$ cat config.mk
export PLATFORM = sky130hd
export DESIGN_NAME = alu_arbiter_flat
export DESIGN_NICKNAME = d
export VERILOG_FILES = /design/src/rtl/nand2cpu_pkg.sv /design/src/rtl/alu_arbiter_if.sv /design/src/rtl/alu8.sv /design/src/rtl/alu_arbiter_rr_pick.sv /design/src/rtl/alu_arbiter.sv /design/src/flat_wrapper.sv
export SDC_FILE = /design/constraint.sdc
export NUM_CORES = 1
export LEC_CHECK = 0
export CAP_MARGIN = 20
export CORE_MARGIN = 2
export CORE_UTILIZATION = 25
export DETAILED_ROUTE_END_ITERATION = 16
export HOLD_SLACK_MARGIN = 0.03
export PLACE_DENSITY = 0.51
export SETUP_SLACK_MARGIN = 0.02
export SLEW_MARGIN = 20
export SYNTH_ARGS = -nofsm -noshare
export SYNTH_HDL_FRONTEND = slang
export SYNTH_SLANG_ARGS = --single-unit
$ cat constraint.sdc
create_clock -name CLK100MHZ -period 4.9 [get_ports CLK100MHZ]
set_input_delay 1.47 -clock CLK100MHZ [delete_from_list [all_inputs] [get_ports CLK100MHZ]]
set_output_delay 1.47 -clock CLK100MHZ [all_outputs]
set_load 0.02 [all_outputs]
$ cat src/rtl/nand2cpu_pkg.sv
// rtl/nand2cpu_pkg.sv - shared ALU widths, opcodes and arbiter state encodings
package nand2cpu_pkg;

  localparam int ALU_W = 8;

  localparam logic [1:0] ALU_OP_ADD = 2'b00;
  localparam logic [1:0] ALU_OP_SUB = 2'b01;
  localparam logic [1:0] ALU_OP_AND = 2'b10;
  localparam logic [1:0] ALU_OP_OR  = 2'b11;

  typedef enum logic [1:0] {
    ARB_IDLE = 2'd0,
    ARB_EXEC = 2'd1,
    ARB_RESP = 2'd2
  } arb_state_e;

endpackage

$ cat src/rtl/alu_arbiter_if.sv
// rtl/alu_arbiter_if.sv - request/response bundle between requesters and the shared ALU arbiter
interface alu_arbiter_if #(
  parameter int NREQ = 4
);
  import nand2cpu_pkg::*;

  localparam int IDW = $clog2(NREQ);

  logic [NREQ-1:0]       req_valid;
  logic [NREQ-1:0]       req_ready;
  logic [NREQ*ALU_W-1:0] req_a;
  logic [NREQ*ALU_W-1:0] req_b;
  logic [NREQ*2-1:0]     req_op;
  logic                  rsp_valid;
  logic                  rsp_ready;
  logic [IDW-1:0]        rsp_id;
  logic [ALU_W-1:0]      rsp_y;
  logic                  rsp_carry;
  logic                  busy;

  modport master (
    output req_valid, req_a, req_b, req_op, rsp_ready,
    input  req_ready, rsp_valid, rsp_id, rsp_y, rsp_carry, busy
  );

  modport slave (
    input  req_valid, req_a, req_b, req_op, rsp_ready,
    output req_ready, rsp_valid, rsp_id, rsp_y, rsp_carry, busy
  );

endinterface

$ cat src/rtl/alu8.sv
// rtl/alu8.sv - 8-bit ALU; carry is bit 8 of the 9-bit result (borrow for SUB)
module alu8
  import nand2cpu_pkg::*;
(
  input  logic [ALU_W-1:0] a_i,
  input  logic [ALU_W-1:0] b_i,
  input  logic [1:0]       op_i,
  output logic [ALU_W-1:0] y_o,
  output logic             carry_o
);
  logic [ALU_W:0] res;

  always_comb begin
    res = '0;
    case (op_i)
      ALU_OP_ADD: res = {1'b0, a_i} + {1'b0, b_i};
      ALU_OP_SUB: res = {1'b0, a_i} - {1'b0, b_i};
      ALU_OP_AND: res = {1'b0, a_i & b_i};
      default:    res = {1'b0, a_i | b_i};
    endcase
  end

  assign y_o     = res[ALU_W-1:0];
  assign carry_o = res[ALU_W];

endmodule

$ cat src/rtl/alu_arbiter_rr_pick.sv
// rtl/alu_arbiter_rr_pick.sv - combinational round-robin picker scanning upward from last_grant+1
module rr_pick #(
  parameter int NREQ = 4
) (
  input  logic [NREQ-1:0]         req_i,
  input  logic [$clog2(NREQ)-1:0] last_grant_i,
  output logic                    any_o,
  output logic [$clog2(NREQ)-1:0] winner_o,
  output logic [NREQ-1:0]         grant_o
);
  localparam int IDW = $clog2(NREQ);

  int idx;

  // last_grant itself is visited last, which gives the rotation
  always_comb begin
    any_o    = 1'b0;
    winner_o = '0;
    grant_o  = '0;
    idx      = 0;
    for (int i = 1; i <= NREQ; i++) begin
      idx = int'(last_grant_i) + i;
      if (idx >= NREQ) idx = idx - NREQ;
      if (!any_o && req_i[idx[IDW-1:0]]) begin
        any_o                = 1'b1;
        winner_o             = idx[IDW-1:0];
        grant_o[idx[IDW-1:0]] = 1'b1;
      end
    end
  end

endmodule

$ cat src/rtl/alu_arbiter.sv
// rtl/alu_arbiter.sv - shares one alu8 between NREQ requesters; IDLE -> EXEC -> RESP per operation
module alu_arbiter
  import nand2cpu_pkg::*;
#(
  parameter int NREQ = 4
) (
  input  logic         CLK100MHZ,
  input  logic         rst,
  alu_arbiter_if.slave bus
);
  localparam int IDW = $clog2(NREQ);

  arb_state_e       state_q, state_d;
  logic [IDW-1:0]   last_grant_q, id_q;
  logic [ALU_W-1:0] a_q, b_q, y_q;
  logic [1:0]       op_q;
  logic             carry_q;

  logic             pick_any;
  logic [IDW-1:0]   pick_winner;
  logic [NREQ-1:0]  pick_grant;
  logic [ALU_W-1:0] win_a, win_b, alu_y;
  logic [1:0]       win_op;
  logic             alu_carry;
  logic             accept;

  rr_pick #(.NREQ(NREQ)) u_pick (
    .req_i        (bus.req_valid),
    .last_grant_i (last_grant_q),
    .any_o        (pick_any),
    .winner_o     (pick_winner),
    .grant_o      (pick_grant)
  );

  always_comb begin
    win_a  = '0;
    win_b  = '0;
    win_op = '0;
    for (int i = 0; i < NREQ; i++) begin
      if (pick_grant[i]) begin
        win_a  = bus.req_a[i*ALU_W +: ALU_W];
        win_b  = bus.req_b[i*ALU_W +: ALU_W];
        win_op = bus.req_op[i*2 +: 2];
      end
    end
  end

  assign accept = (state_q == ARB_IDLE) && pick_any;

  always_comb begin
    state_d = state_q;
    case (state_q)
      ARB_IDLE: if (pick_any) state_d = ARB_EXEC;
      ARB_EXEC: state_d = ARB_RESP;
      ARB_RESP: if (bus.rsp_ready) state_d = ARB_IDLE;
      default:  state_d = ARB_IDLE;
    endcase
  end

  always_ff @(posedge CLK100MHZ) begin
    if (rst) begin
      state_q      <= ARB_IDLE;
      last_grant_q <= IDW'(NREQ - 1);
      id_q         <= '0;
      a_q          <= '0;
      b_q          <= '0;
      op_q         <= '0;
      y_q          <= '0;
      carry_q      <= 1'b0;
    end else begin
      state_q <= state_d;
      if (accept) begin
        a_q          <= win_a;
        b_q          <= win_b;
        op_q         <= win_op;
        id_q         <= pick_winner;
        last_grant_q <= pick_winner;
      end
      if (state_q == ARB_EXEC) begin
        y_q     <= alu_y;
        carry_q <= alu_carry;
      end
    end
  end

  alu8 u_alu (
    .a_i     (a_q),
    .b_i     (b_q),
    .op_i    (op_q),
    .y_o     (alu_y),
    .carry_o (alu_carry)
  );

  assign bus.req_ready = accept ? pick_grant : '0;
  assign bus.rsp_valid = (state_q == ARB_RESP);
  assign bus.rsp_id    = id_q;
  assign bus.rsp_y     = y_q;
  assign bus.rsp_carry = carry_q;
  assign bus.busy      = (state_q != ARB_IDLE);

endmodule

$ cat src/flat_wrapper.sv
// flat-port wrapper written by rule: the top's interface ports become plain ports
module alu_arbiter_flat import nand2cpu_pkg::*;
#(
  parameter int NREQ = 4
)
  (CLK100MHZ, rst, bus_req_valid, bus_req_a, bus_req_b, bus_req_op, bus_rsp_ready, bus_req_ready, bus_rsp_valid, bus_rsp_id, bus_rsp_y, bus_rsp_carry, bus_busy);
  alu_arbiter_if #(.NREQ(NREQ)) bus_i ();
  input  logic CLK100MHZ;
  input  logic rst;
  input wire logic [$bits(bus_i.req_valid)-1:0] bus_req_valid;
  input wire logic [$bits(bus_i.req_a)-1:0] bus_req_a;
  input wire logic [$bits(bus_i.req_b)-1:0] bus_req_b;
  input wire logic [$bits(bus_i.req_op)-1:0] bus_req_op;
  input wire logic [$bits(bus_i.rsp_ready)-1:0] bus_rsp_ready;
  output wire logic [$bits(bus_i.req_ready)-1:0] bus_req_ready;
  output wire logic [$bits(bus_i.rsp_valid)-1:0] bus_rsp_valid;
  output wire logic [$bits(bus_i.rsp_id)-1:0] bus_rsp_id;
  output wire logic [$bits(bus_i.rsp_y)-1:0] bus_rsp_y;
  output wire logic [$bits(bus_i.rsp_carry)-1:0] bus_rsp_carry;
  output wire logic [$bits(bus_i.busy)-1:0] bus_busy;
  assign bus_i.req_valid = bus_req_valid;
  assign bus_i.req_a = bus_req_a;
  assign bus_i.req_b = bus_req_b;
  assign bus_i.req_op = bus_req_op;
  assign bus_i.rsp_ready = bus_rsp_ready;
  assign bus_req_ready = bus_i.req_ready;
  assign bus_rsp_valid = bus_i.rsp_valid;
  assign bus_rsp_id = bus_i.rsp_id;
  assign bus_rsp_y = bus_i.rsp_y;
  assign bus_rsp_carry = bus_i.rsp_carry;
  assign bus_busy = bus_i.busy;
  alu_arbiter #(.NREQ(NREQ)) u_core (.CLK100MHZ(CLK100MHZ), .rst(rst), .bus(bus_i));
endmodule
==> results of run 1 <==
-- through the flow --
stage	hold WS, ns	setup TNS [ns]	worst slack [ns]
floorplan	0.534	0	0.207
global placement	0.454	-0.472	-0.298
detailed placement	0.456	-0.667	-0.347
CTS	0.464	0	0.120
global route	0.506	0	0.0327
finish	0.463	0	0.102
-- cell usage after synthesis, drive strengths merged, types with 2 or more instances --
master    n  area (um^2)
inv      35          131
o21ai    34          174
dfxtp    33          661
nor2     32          120
a21oi    27          135
nand3b   22          165
a221o    19          191
ha       19          238
nand2    19         73.8
a32o     18          180
buf      14          106
clkbuf   13         48.8
xnor2     8         70.1
nor2b     7         43.8
nor3      7         35.0
mux2i     5         50.1
nand2b    5         31.3
o211ai    5         42.5
a211oi    4         35.0
maj3      4         40.0
nor3b     3         22.5
nor4      3         48.8
a2111o    2         22.5
a2111oi   2         36.3
a221oi    2         35.0
mux4      2         45.0
nor4b     2         17.5
o21bai    2         15.0
o31a      2         17.5
or3b      2         17.5
xor2      2         17.5
-- power breakdown --
group	leakage, nW	total, W	switching [W]	internal [W]
Sequential	0.271	0.000470	0.000111	0.000358
Clock	0.0700	0.000310	0.000110	0.000199
Combinational	1.38	0.00153	0.000803	0.000727
Total	1.72	0.00231	0.00103	0.00128
-- how the worst min path moves through the flow --
stage                      endpoint  depth (start not counted)  slack [ns]            startpoint
2_1_floorplan  u_core.bus.rsp_id[0]                          2        0.53  u_core.bus.rsp_id[0]
3_3_place_gp    u_core.bus.rsp_y[4]                          2        0.45   u_core.bus.rsp_y[4]
3_5_place_dp    u_core.bus.rsp_y[4]                          2        0.46   u_core.bus.rsp_y[4]
4_1_cts         u_core.bus.rsp_y[4]                          2        0.46   u_core.bus.rsp_y[4]
5_1_grt         u_core.bus.rsp_y[2]                          2        0.51   u_core.bus.rsp_y[2]
6_report        u_core.bus.rsp_y[4]                          2        0.46   u_core.bus.rsp_y[4]
-- sequential cells by signal, summed over array words and instances, names as in the netlist --
name                  cells
u_core.b_q                8
u_core.bus.rsp_carry      1
u_core.last_grant_q       2
u_core.op_q               2
u_core.a_q                8
u_core.state_q            2
u_core.bus.rsp_id         2
u_core.bus.rsp_y          8
-- critical path, delay by kind of cell --
kind / cells / cell delay [ns]
buffers and inverters: 4 / 0.73
AND/OR/NAND/NOR: 2 / 0.27
AO/OA/AOI/OAI: 2 / 0.36
multiplexers: 1 / 0.49
-- what timing repair did --
item                       4_1_cts  5_1_grt
buffers inserted                 2        0
gates resized for setup          8        0
setup endpoints to repair        4        0
-- final cells by class --
type / count / area [um^2] / area share
Multi-Input combinational cell: 274 / 2050 / 0.471
Timing Repair Buffer: 128 / 1190 / 0.274
Sequential cell: 33 / 661 / 0.152
Tap cell: 143 / 179 / 0.0410
Clock buffer: 7 / 143 / 0.0327
Inverter: 35 / 131 / 0.0301
-- placed cells by master, fill, tap and decap left out, types with 19 or more instances in the layout --
cell type | netlist | routed
clkdlybuf4s50_1 | 0 | 87
inv_1 | 34 | 34
buf_4 | 1 | 34
dfxtp_1 | 33 | 33
nor2_1 | 32 | 32
a21oi_1 | 27 | 26
nand3b_1 | 22 | 22
o21ai_0 | 22 | 22
ha_1 | 19 | 19
-- routing by layer --
metal	wire length, um	vias to the layer above
met5	0	-
met4	104	0
met3	361	10
met2	4560	74
met1	4510	1415
li1	-	1577
-- cell families after synthesis --
kind of cell / Yosys count
fa+ha+maj: 24
compound gates: 126
mux: 7
simple gates: 107
flops: 33
xor+xnor: 10
buf+inv: 62
==> reports/results.txt, run 1 <==
After detailed routing, the average wire length per cell comes to 15.4 um. The run gives 190 as the initial DRC count. The die covers 12900 um^2. For the worst setup path, the data arrival time is 3.33 ns.

For the utilization after layout, the log shows 0.377. The run finished with clean final reports. After floorplanning, the core was divided into 39 placement rows.

The maximum number of buffers from clock root to sink is 2. The layout has 1206 filler cells. The final cell area excluding filler cells came out at 4360 um^2. For this run, the top clock speed supported by timing is 208 MHz. Counting stages on the worst path, the most repeated cell is buf_4. The tools report the final estimated routing congestion in global placement as 0.832.

The starting density of the core is 0.259. The max-slew violation count came out at 0. TritonCTS built the clock tree. Total track usage: 0.146.

The endpoint identified for the worst register-to-register timing path is u_core.a_q[3]. The count of endpoints failing setup in the final report is 0, and the number of antenna violations at the first check in global routing is 0. Most used flip-flop cell after synthesis: dfxtp_1. The period utilization is 0.979, and the final instance count without filler cells is 620.

Pin count of the biggest net entering global routing: 37. The maximum level of the CTS H-tree is 2. For the final database, setup skew stands at 0.00311 ns. STA puts the critical path data required time at 3.43 ns. CTS placed an instance of clkbuf_16 at the clock tree root. After detailed routing, the number of vias per cell comes to 4.96. Met3 capacity usage during global routing: 0.0244.

The portion of netlist area occupied by mux cells was 0.0317. Setup repair after global routing left no endpoint under its margin. The number of clock buffers added by TritonCTS is 5. The first global-routing pass estimated 15.2 mm of wire. The signal on the critical path passes through dlygate4sd2_1 > buf_4 > mux4_2 > nand2b_1 > buf_4 > o21ai_1 > a221o_2 > nor2b_1 > buf_4.

The mean post-synth cell area was 8.12 um^2. After clock tree synthesis, the clock-pin slew on the worst setup and hold paths is 0.05 ns. The critical path's largest stage delay is 0.49 ns, and the post-route antenna net violation count is 0.

The pre-antenna-repair detailed-routing pass consisted of 4 iterations. The beginning of the worst register-to-register path is u_core.last_grant_q[0]. The fraction of the mapped netlist area in adder cells is 0.0994. For the register-to-register setup slack, the log shows 1.54 ns.

The most critical setup path has its endpoint at bus_req_ready[3]. The cell with the largest stage delay on the worst path is mux4_2. Max-cap violations in this run came to 0. The tightest min-delay check is of the reg2reg type. Summed over all layers, the routed wires come to 9.53 mm.

The count of buffers added on input and output ports is 95. The run gives 11600 um^2 as the placeable core area. The total DRC errors in the routed layout is 0, and the overall die width is 113 um.

The Yosys step of the flow raised 0 warnings. The tools report the number of distinct library cell variants in the gate-level netlist after synthesis as 60. The nature of the critical path startpoint is an input port. The total power density per cell area was 530 nW/um^2. The logs give 0.220 for the sequential-to-total area share from yosys stat and 0.318 for the relative slew slack.

The final route contains 3076 vias. The insertion delay to the later sink of the worst-skew pair is 0.28 ns, and the number of hold-slack violations in the final timing report is 0. Counting every sink on the clock net gives 33. The synthesized design contains 33 register bits. The number of cells on the worst reg-to-reg path is 10.

Type of destination of the critical path: an output port. The detailed placement HPWL was 7.52 mm; the global routing usage on met1 was 0.191. The global routing usage on met2 was 0.249. The total overflow left after global routing is 0. The basic-gate share of the synthesized area counting and, or, nand and nor cells was 0.203.

The design draws 0.00231 W. The repair_antennas step left the layout with diodes totalling 0. The count of flip-flops with a built-in enable after synthesis was 0. The fraction of final layout cells sized beyond drive strength 1 works out to 0.124. The peak-usage layer in the global routing report is met2. The count of mapped cells out of synthesis was 369; the fraction of the mapped netlist area in compound gates was 0.321. The cell area that synthesis handed to floorplanning was 3000 um^2.

For the net count reported at finish, the log shows 576. The relative area change from synthesis to final layout was 45.5%. The worst setup path is of the in2out kind. The hold-fix buffer count after cts was 0; the measured slew at the worst slew-check pin was 1.01 ns.

The number of top-level design ports was 96. The die is 113 um tall. The analysis attributes to cell leakage a power of 1.72 nW.

The share of flip-flops with an asynchronous set or reset works out to 0. The maximum vdd ir drop is 0.195 mV. The maximum fanout along the worst path is 6, and the synthesized netlist net count is 468. The via count of the first global-routing pass is 3007. Including well taps, the total number of placed cells is 611. The post-detailed-placement cell area is 4200 um^2. Dominant combinational cell family by area after synthesis: compound AO/OA/AOI/OAI gates. The worst path in the final design needs a cycle of 4.80 ns, including I/O delays and setup.

The XOR/XNOR share of the synthesized area was 0.0292. The most critical setup path has its startpoint at bus_req_valid[1].
Note: power is estimated with default switching activity, not from simulation.
==> inputs of run 2 (changes only) <==
--- a/config.mk
+++ b/config.mk
@@ -7,10 +7,10 @@
 export LEC_CHECK = 0
 export CAP_MARGIN = 20
 export CORE_MARGIN = 2
-export CORE_UTILIZATION = 25
+export CORE_UTILIZATION = 40
 export DETAILED_ROUTE_END_ITERATION = 16
 export HOLD_SLACK_MARGIN = 0.03
-export PLACE_DENSITY = 0.51
+export PLACE_DENSITY = 0.73
 export SETUP_SLACK_MARGIN = 0.02
 export SLEW_MARGIN = 20
 export SYNTH_ARGS = -nofsm -noshare
==> run 2 against run 1 <==
  * Global-route usage increased by 5.8 points
  * Register-to-register slack improved by 0.25 ns
  * Clock-buffer cell count unchanged
  * Hold slack improved by 0.0027 ns
  * Routed wire length decreased by 10%
  * Critical path depth decreased by 1
  * Cell area decreased by 1.9%
  * Final cell count decreased by 6.8%
  * Non-clock buffer count increased by 2
  * Utilization increased by 21 points
==> reports/results.txt, run 2 (same netlist as run 1, synthesis figures left out) <==
The filler cells instantiated in the layout total 658. The buffers plus inverters on the worst setup path is 3. Start point of the worst min-delay path: u_core.bus.rsp_y[2]. After layout, the minimum clock period comes to 4.77 ns.

Dividing total power by cell area gives a power density of 513 nW/um^2. The startpoint identified for the worst register-to-register timing path is u_core.op_q[0]. Summing all flip-flop and latch instances after layout gives 661 um^2. The repair_antennas step left the layout with diodes totalling 0. The final route contains 3186 vias. The fraction of final layout cells sized beyond drive strength 1 works out to 0.138. In this run the worst path has a maximum fanout of 6.

The first global-routing pass estimated 13.8 mm of wire. The number of hold-slack violations in the final timing report came out at 0. The period utilization works out to 0.974. For the utilization after layout, the log shows 0.590. The insertion delay to the later sink of the worst-skew pair was 0.29 ns; the number of rows in the core area was 31. Setup violations remaining at the end of the flow were counted as 0. The tools report the initial DRC count as 146. For the final database, setup skew stands at 0.00305 ns. Hold repair after CTS inserted 0 buffers. The max-slew violation count was 0. Static timing analysis puts the maximum clock frequency at 210 MHz. The run gives 0.00219 W as the overall power consumption. In this run, CTS created clock tree buffers numbering 5. Clock sink total: 33. TritonCTS built the clock tree.

The dominant delay contributor by cell family on the critical path is buffers and inverters. The startpoint of the worst setup timing path was bus_req_valid[1]. The final layout contains 578 nets. The worst hold path class is reg2reg.

The y dimension of the die was 90.6 um; the total length of routed wires was 8.56 mm. Pin placement for this block handled 96 I/O pins. The logs give 3.43 ns for the critical path required time and 7250 um^2 for the placeable core area.

STA puts the critical path data arrival time at 3.30 ns. The run gives 0 as the number of antenna violations at the first check in global routing. The nature of the critical path startpoint is an input port.

Max-cap violations in this run came to 0. Setup repair after global routing left no endpoint under its margin. The area of combinational cells with multiple inputs was 2070 um^2. The critical path goes through dlygate4sd2_1 > or3b_1 > a2111o_1 > nand2_2 > buf_4 > a221oi_4 > nor2_1 > clkdlybuf4s15_2. The overall die width was 90.6 um; the maximum vdd ir drop was 0.210 mV. Post-route antenna net violation count: 0. The average detailed-routed wire length per instance is 14.8 um, and the final estimated routing congestion in global placement is 0.906.

The setup path with the least slack is of type in2out. Among all stages on the critical path, the largest delay is contributed by a2111o_1. The via count of the first global-routing pass was 2978; the detailed placement HPWL was 6.92 mm. The pre-antenna-repair detailed-routing pass consisted of 4 iterations. The run finished with clean final reports. The tree is rooted in a clkbuf_8. The relative area change from synthesis to final layout is 42.8%. For this design the static power due to leakage is 1.72 nW. The library cells used most frequently in the layout, excluding fill and tap cells, are clkdlybuf4s50_1, inv_1, buf_4, dfxtp_1, nor2_1. Dividing the detail-routed via count by the number of cells gives 5.51. The pin count of the biggest net entering global routing came out at 37. For the pin with the worst max-slew slack, the measured transition is 0.619 ns. The most frequent standard cell in the layout excluding fill and tap cells is clkdlybuf4s50_1. The maximum number of buffers from clock root to sink came out at 2. The count of buffers added on input and output ports is 95.

The run gives 0 as the leftover overflow at the end of global routing. The relative slew slack was 0.587; the clock-pin transition on the worst setup and hold timing paths was 0.06 ns. The area of the die was 8200 um^2. The H-tree generated during clock tree synthesis spans 2 levels.

The starting density of the core came out at 0.413. The run gives 0.205 as the total track usage. The total DRC errors in the routed layout was 0. STA classifies the critical path endpoint as an output port. In this design, the stage delay of the slowest critical-path cell is 0.46 ns.
-- run 2: changes by cell type in the layout (fill, tap and decap cells not counted), sizes merged --
cell,change
buf,+1
clkbuf,+1
clkdlybuf4s15,+2
dlygate4sd2,-4
dlymetal6s2s,+2
-- run 2: area by class of cell --
type,count,share of cell area
timing repair buffer,130,0.283
sequential,33,0.154
tap,99,0.0290
multi-input combinational,274,0.483
inverter,35,0.0307
clock buffer,7,0.0202
-- run 2: path summary, 6_finish.rpt --
kind,end,slack [ns],cells after the start
hold reg to reg,u_core.bus.rsp_y[2],0.47,2
setup reg to reg,u_core.bus.rsp_carry,1.79,10
setup / recovery,bus_req_ready[2],0.13,8
hold / removal,u_core.bus.rsp_y[2],0.47,2
-- run 2: through the flow --
stage / setup WS [ns] / hold slack (ns) / cell area, um^2 / setup TNS (ns) / cells
after floorplan: 0.207 / 0.534 / 3000 / 0 / 369
after global placement: -0.602 / 0.443 / 4180 / -2.04 / 571
after detailed placement: -0.651 / 0.455 / 4180 / -2.24 / 571
after CTS: 0.0354 / 0.464 / 4280 / 0 / 578
after global routing: 0.0536 / 0.486 / 4280 / 0 / 578
final: 0.128 / 0.465 / 4280 / 0 / 578
-- run 2: metal layers --
metal	up-vias	wire length (um)	global-route usage
met4	0	207	0.0705
met1	1488	3840	0.266
met3	19	541	0.0359
met2	102	3970	0.340
met5	-	0	0
li1	1577	-	-
-- run 2: repair_timing --
item                                   in CTS  in global routing
setup buffers                               0                  0
resized for setup                          18                  7
pin swaps                                   0                  2
setup endpoints to repair                   4                  4
endpoints found under the hold margin       0                  0
-- run 2: power by group --
part,internal (W),switching [W]
clock network,0.000111,0.0000977
logic,0.000731,0.000787
registers,0.000358,0.000110
-- run 2: worst reg2reg max path: cells and delay by family, from the launching register on --
| family | cells | cell delay, ns |
|---|---|---|
| AOI/OAI and AO/OA | 5 | 1.00 |
| adders and majority gates | 1 | 0.47 |
| DFF | 1 | 0.56 |
| muxes | 1 | 0.21 |
| and+or+nand+nor | 3 | 0.74 |
==> inputs of run 3 (changes only) <==
--- a/config.mk
+++ b/config.mk
@@ -6,6 +6,7 @@
 export NUM_CORES = 1
 export LEC_CHECK = 0
 export CAP_MARGIN = 20
+export CORE_ASPECT_RATIO = 0.9
 export CORE_MARGIN = 2
 export CORE_UTILIZATION = 40
 export DETAILED_ROUTE_END_ITERATION = 16
==> run 3 against run 2 <==
  * Clock power increased by 11%
  * Worst setup slack got worse by 0.0082 ns
  * Critical path depth rose by 1
  * Utilization up 0.80 points
  * Cell area down 0.12%
  * Via count is 0.56% lower
  * Clock-buffer cell count unchanged
  * Critical endpoint is now bus_req_ready[0]
  * Largest cell class unchanged
==> reports/results.txt, run 3 (same netlist as run 1, synthesis figures left out) <==
In this run the static leakage power is 1.72 nW. STA classifies the critical path startpoint as an input port. Counting the fill cells in the layout gives 660. For the final database, setup skew stands at 0.00727 ns. For this design the ratio of total power to cell area is 520 nW/um^2. The post-route worst setup slack came out at 0.120 ns. The worst hold path class is reg2reg. The y dimension of the die works out to 86.1 um. The tools report the max-slew violation count as 0. The number of antenna violations at the first check in global routing is 0. The root buffer cell chosen for the clock tree is clkbuf_8. In the routed layout, each cell is associated on average with a via count of 5.52. Clock-pin slew was measured on the worst setup and hold paths at 0.07 ns. The total length of routed wires is 8.95 mm, and the number of violations of the max-capacitance limit is 0. The maximum vdd ir drop is 0.203 mV. The measured slew at the worst slew-check pin was 1.00 ns. The worst setup path is captured at an output port. The HPWL after detailed placement is 7.03 mm.

The placeable core area is 7150 um^2. For the combinational cell fraction of total power, the log shows 0.685. The flow ran to the end, and the final reports show no timing, DRC or antenna violations. In this run, the number of DRC markers left after iteration 0 of detailed routing was 224. Including well taps, the total number of placed cells is 564. The fraction of final layout cells sized beyond drive strength 1 is 0.135, and the via count of the first global-routing pass is 2975.

Row generation in the floorplan step produced 29 rows. The clock passes through at most 2 buffers. The first global-routing pass estimated 14.6 mm of wire.

Average detailed-routed wire length per instance: 15.6 um. The maximum fanout along the worst path was 4. Leaving out fill and tap cells, the most frequent cells in the layout are clkdlybuf4s50_1, buf_4, inv_1, dfxtp_1, nor2_1. The tools report the number of diodes added for antenna fixing as 0. Global routing finished with a remaining overflow of 0.

Broken down by cell family, the worst path's largest delay share belongs to buffers and inverters. The total track usage is 0.224. The peak clock frequency supported by timing was 209 MHz; the signal arrival time at the worst endpoint was 3.31 ns.

The proportion of total power due to net switching came out at 0.453. The number of hold-slack violations in the final timing report is 0. After layout, the minimum clock period comes to 4.78 ns.

The detail route stage leaves a number of antenna-violating nets equal to 0. After the last flow step, the layout net total stands at 579. The overall power consumption is 0.00222 W, and the critical path required time is 3.43 ns. For this run, the detailed router's first-pass iteration total came to 5.

The part of the power in registers was 0.211; the count of endpoints failing setup in the final report was 0. The number of input and output port buffers inserted came out at 95. The internal power of the cells totals 0.00121 W. In this run the number of H-tree levels came out at 2. 96 I/O pins were placed. The die is 95.2 um wide.

Clock tree synthesis found a total of 33 sinks. Setup repair after global routing left no endpoint under its margin. The switching power is 0.00101 W, and the final instance count without filler cells is 574. The number of clock buffers added by TritonCTS is 5. The congestion estimate from routability-driven global placement came to 0.867. Cell with the largest stage delay on the worst path: mux4_2. For this run, design rule violations remaining after detail routing come to 0. Relative slew slack: 0.326. The die covers 8200 um^2. The library cell used most frequently in the layout, excluding fill and tap cells, is clkdlybuf4s50_1. Critical path's largest stage delay: 0.48 ns. For the insertion delay to the later sink of the worst-skew pair, the log shows 0.29 ns. Timing analysis after detailed placement gives a worst setup slack of -0.544 ns.

The tools report the final cell area excluding filler cells as 4270 um^2. TritonCTS built the clock tree. The detailed router placed 3168 vias in this run. The run gives 0.419 as the starting density of the core. Entering global routing, the biggest net connects 37 pins. The critical path goes through clkdlybuf4s50_1 > mux4_2 > buf_4 > buf_12 > nand2_1 > o21ai_1 > a211oi_2 > nor2_1 > buf_2. Counting both buffers and inverters, the worst setup path holds a total of 4. After detailed placement, the total cell area comes to 4180 um^2. Period utilization: 0.976. The relative area change from synthesis to final layout is 42.6%. The tools report the power share of the clock group as 0.105. The category of the most critical setup path was in2out.
run 3: final timing paths:
kind	startpoint	cells after the start	endpoint	slack [ns]
max	bus_req_valid[0]	9	bus_req_ready[0]	0.12
min	u_core.bus.rsp_y[4]	2	u_core.bus.rsp_y[4]	0.46
max reg2reg	u_core.last_grant_q[1]	13	u_core.b_q[3]	1.58
min reg2reg	u_core.bus.rsp_y[4]	2	u_core.bus.rsp_y[4]	0.46
run 3: worst min-delay path: stages, from the launching register on:
cell	delay, ns
dfxtp_1	0.31
nand2_1	0.05
a21oi_1	0.05
run 3: metal layers:
layer  part of all wire  track usage  up-vias
li1                   -            -     1584
met1               0.48        0.313     1472
met2               0.46        0.351       98
met3              0.052       0.0431       14
met4              0.017       0.0632        0
met5                  0            0        -
run 3: stage by stage:
stage / util / hold slack (ns) / setup TNS [ns]
finish: 0.598 / 0.457 / 0
global route: 0.598 / 0.490 / 0
CTS: 0.600 / 0.460 / 0
detailed placement: 0.584 / 0.450 / -2.01
global placement: 0.584 / 0.445 / -1.87
floorplan: - / 0.534 / 0
run 3: final cells by class:
class	count	area, um^2	share of cell area
clock buffers	7	96.3	0.0225
repair buffers	131	1210	0.283
clock inverters	1	5.00	0.00117
inverters	35	131	0.0307
flip-flops and latches	33	661	0.155
well taps	93	116	0.0272
multi-input cells	274	2050	0.481
run 3: timing repair:
action	CTS	global route
gates resized for setup	17	4
pin swaps	2	2
endpoints found under the setup margin	4	3
setup buffers	2	0
cloned	0	0
hold buffers	0	0
hold endpoints to repair	0	0
run 3: power by group through the flow:
| stage | registers (W) | clock network (W) | logic (W) |
|---|---|---|---|
| after floorplan | 0.000465 | 0 | 0.00110 |
| after global placement | 0.000468 | 0 | 0.00149 |
| after detailed placement | 0.000471 | 0 | 0.00151 |
| after CTS | 0.000466 | 0.000236 | 0.00152 |
| after global routing | 0.000481 | 0.000250 | 0.00171 |
| final | 0.000468 | 0.000232 | 0.00152 |
==> variant, RTL diff (config.mk and constraints of run 2) <==
Change the package constant `ALU_W` from 8 to 6.
--- a/src/rtl/nand2cpu_pkg.sv
+++ b/src/rtl/nand2cpu_pkg.sv
@@ -1,7 +1,7 @@
 // rtl/nand2cpu_pkg.sv - shared ALU widths, opcodes and arbiter state encodings
 package nand2cpu_pkg;
 
-  localparam int ALU_W = 8;
+  localparam int ALU_W = 6;
 
   localparam logic [1:0] ALU_OP_ADD = 2'b00;
   localparam logic [1:0] ALU_OP_SUB = 2'b01;
Interface: changed (resized bus_req_a, bus_req_b and bus_rsp_y); port bits go from 96 to 78. The function was not compared with the original's and may differ.
==> variant against run 2 <==
Cell area decreased by 20%; worst setup slack improved by 190 ps; hold slack improved by 3.0 ps; sequential share of layout area increased by 0.28 points; sequential cell count decreased by 6; synthesized area decreased by 21%; critical path depth decreased by 1; register-to-register slack got worse by 190 ps; final cell count decreased by 16%; utilization increased by 0.14 points; wire length decreased by 17%; power decreased by 30%; via count decreased by 17%; highest routed layer unchanged.
==> variant: results (changes against run 2) <==
| Metric | Value |
|---|---|
| Placed insts | `468 (was 571)` |
| Clk slew on worst S/H paths | `90 ps (was 60 ps)` |
| Routed len/inst | `14.8 µm (about the same)` |
| Gate Count Post-Synth | `314 (was 369)` |
| Tot GR Track Use | `0.216 (was 0.205)` |
| Setup WS pre-CTS | `-438 ps (was -651 ps)` |
| Port bufs | `77 (was 95)` |
| Non-Filler Instances | `483 (was 578)` |
| Fraction of layout cells with a size suffix above 1 | `0.147 (was 0.138)` |
| Static Leak | `1.41 nW (was 1.72 nW)` |
| Post-synthesis compound-gate area fraction | `0.290 (was 0.321)` |
| Fin nets | `490 (was 578)` |
| N_diodes | `0 (unchanged)` |
| Hold endpoint | `u_core.bus.rsp_y[4] (was u_core.bus.rsp_y[2])` |
| Placer Congestion | `0.890 (was 0.906)` |
| R2r startpoint | `u_core.last_grant_q[0] (was u_core.op_q[0])` |
| Number of distinct library cells after synthesis | `50 (was 60)` |
| Detailed-placement wirelength estimate | `5360 µm (was 6920 µm)` |
| Hold path startpoint | `u_core.bus.rsp_y[4] (was u_core.bus.rsp_y[2])` |
| R2R Setup Slk | `1600 ps (was 1790 ps)` |
| Synth Area in XOR/XNOR | `0.0259 (was 0.0292)` |
| First-pass GRT wire length | `11300 µm (was 13800 µm)` |
| Multiplexer share of the synthesized area | `0.0275 (was 0.0317)` |
| Worst rel slew slack | `0.279 (was 0.587)` |
| Synthesized Nets | `395 (was 468)` |
| Synth area leaders | `dfxtp_1 (23%), ha_1 (9.0%), nand2_1 (6.5%) (was dfxtp_1 (22%), ha_1 (7.9%), a221o_1 (6.0%))` |
| H-tree depth | `1 (was 2)` |
| Worst Skew | `7.56 ps (was 3.05 ps)` |
| Peak supply drop | `326 µV (was 210 µV)` |
| Via density | `5.49 (was 5.51)` |
| Arrival time at the worst endpoint | `3110 ps (was 3300 ps)` |
| Critical R2R Capture | `u_core.a_q[1] (was u_core.bus.rsp_carry)` |
| Largest net degree at the start of global routing | `29 (was 37)` |
| Cell family with most CP delay | `multiplexers (was buffers and inverters)` |
| Delay of the slowest cell on the worst path | `510 ps (was 460 ps)` |
| Clk_lat worst skew | `280 ps` |
| Drt initial violations | `153 (was 146)` |
| CTS Buf Count | `3 (was 5)` |
| Register-to-Register Path Depth | `13 (was 10)` |
| Status | `complete, no violations (unchanged)` |
| Adder-cell share of the synthesized area | `0.111 (was 0.0994)` |
| Post-synth top cells | `nand2_1 (41), nor2_1 (37), dfxtp_1 (27) (was inv_1 (34), dfxtp_1 (33), nor2_1 (32))` |
[variant: changes by cell type after synthesis, moves of 6 or more]
| cell | change |
|---|---|
| nand3_1 | +18 |
| nand3b_1 | -20 |
| a221o_1 | -16 |
| a32o_1 | -18 |
| nand2_1 | +23 |
| o221ai_2 | +10 |
| inv_1 | -19 |
| dfxtp_1 | -6 |
| a31oi_1 | +14 |
| o21ai_1 | -10 |
| o21ai_0 | -11 |
[variant: kinds of logic after synthesis]
logic type | Yosys count
and+or+nand+nor | 126
AOI/OAI and AO/OA | 92
buffers and inverters | 37
DFF | 27
adders and majority gates | 21
xor gates and xnor gates | 7
muxes | 4
[variant: final cells by class]
cell class / count / area [µm²]
well taps: 75 / 93.8
repair buffers: 112 / 1040
inverters: 15 / 56.3
clock buffers: 3 / 41.3
clock inverters: 1 / 5.00
multi-input cells: 250 / 1660
flip-flops and latches: 27 / 541
fillers: 542 / 2380
[variant: worst max-delay path by stage]
stage                                start          endpoint  depth (start not counted)
after global placement    bus_req_valid[1]  bus_req_ready[3]                          8
after global routing      bus_req_valid[2]  bus_req_ready[1]                          9
final                     bus_req_valid[1]  bus_req_ready[1]                          7
after detailed placement  bus_req_valid[1]  bus_req_ready[3]                          8
after floorplan           bus_req_valid[3]  bus_req_ready[1]                          8
after CTS                 bus_req_valid[1]  bus_req_ready[3]                          8
[variant: worst min-delay path: cells and delay by family (launching register included)]
family	cells	cell delay (ps)
compound gates	1	60
flops	1	320
simple gates	1	50
[variant: per-layer routing]
layer  GRT usage  vias to the layer above  wire (µm)
li1            -                     1330          -
met1       0.299                     1234       3250
met2       0.363                       78       3500
met3      0.0200                        8        297
met4      0.0508                        0         84
met5           0                        -          0
[variant: stage by stage]
stage | hold slack [ps] | TNS [ps] | utilization | instance area (µm²)
after CTS | 470 | -19.8 | 0.581 | 3380
after floorplan | 533 | 0 | - | 2360
after global routing | 500 | 0 | 0.591 | 3440
after detailed placement | 457 | -1580 | 0.567 | 3300
after global placement | 442 | -1530 | 0.567 | 3300
final | 468 | 0 | 0.591 | 3440
[variant: power breakdown]
group / total [W] / switching (W) / internal (W)
logic: 0.00105 / 0.000561 / 0.000493
clock network: 0.000133 / 0.0000753 / 0.0000572
registers: 0.000358 / 0.0000724 / 0.000286
total: 0.00154 / 0.000709 / 0.000836
[variant: repair_timing]
item	CTS	global route
pin swaps	2	2
endpoints found under the setup margin	4	4
resized for setup	16	9
hold buffers	0	0
buffers inserted	5	5
gates cloned	0	1
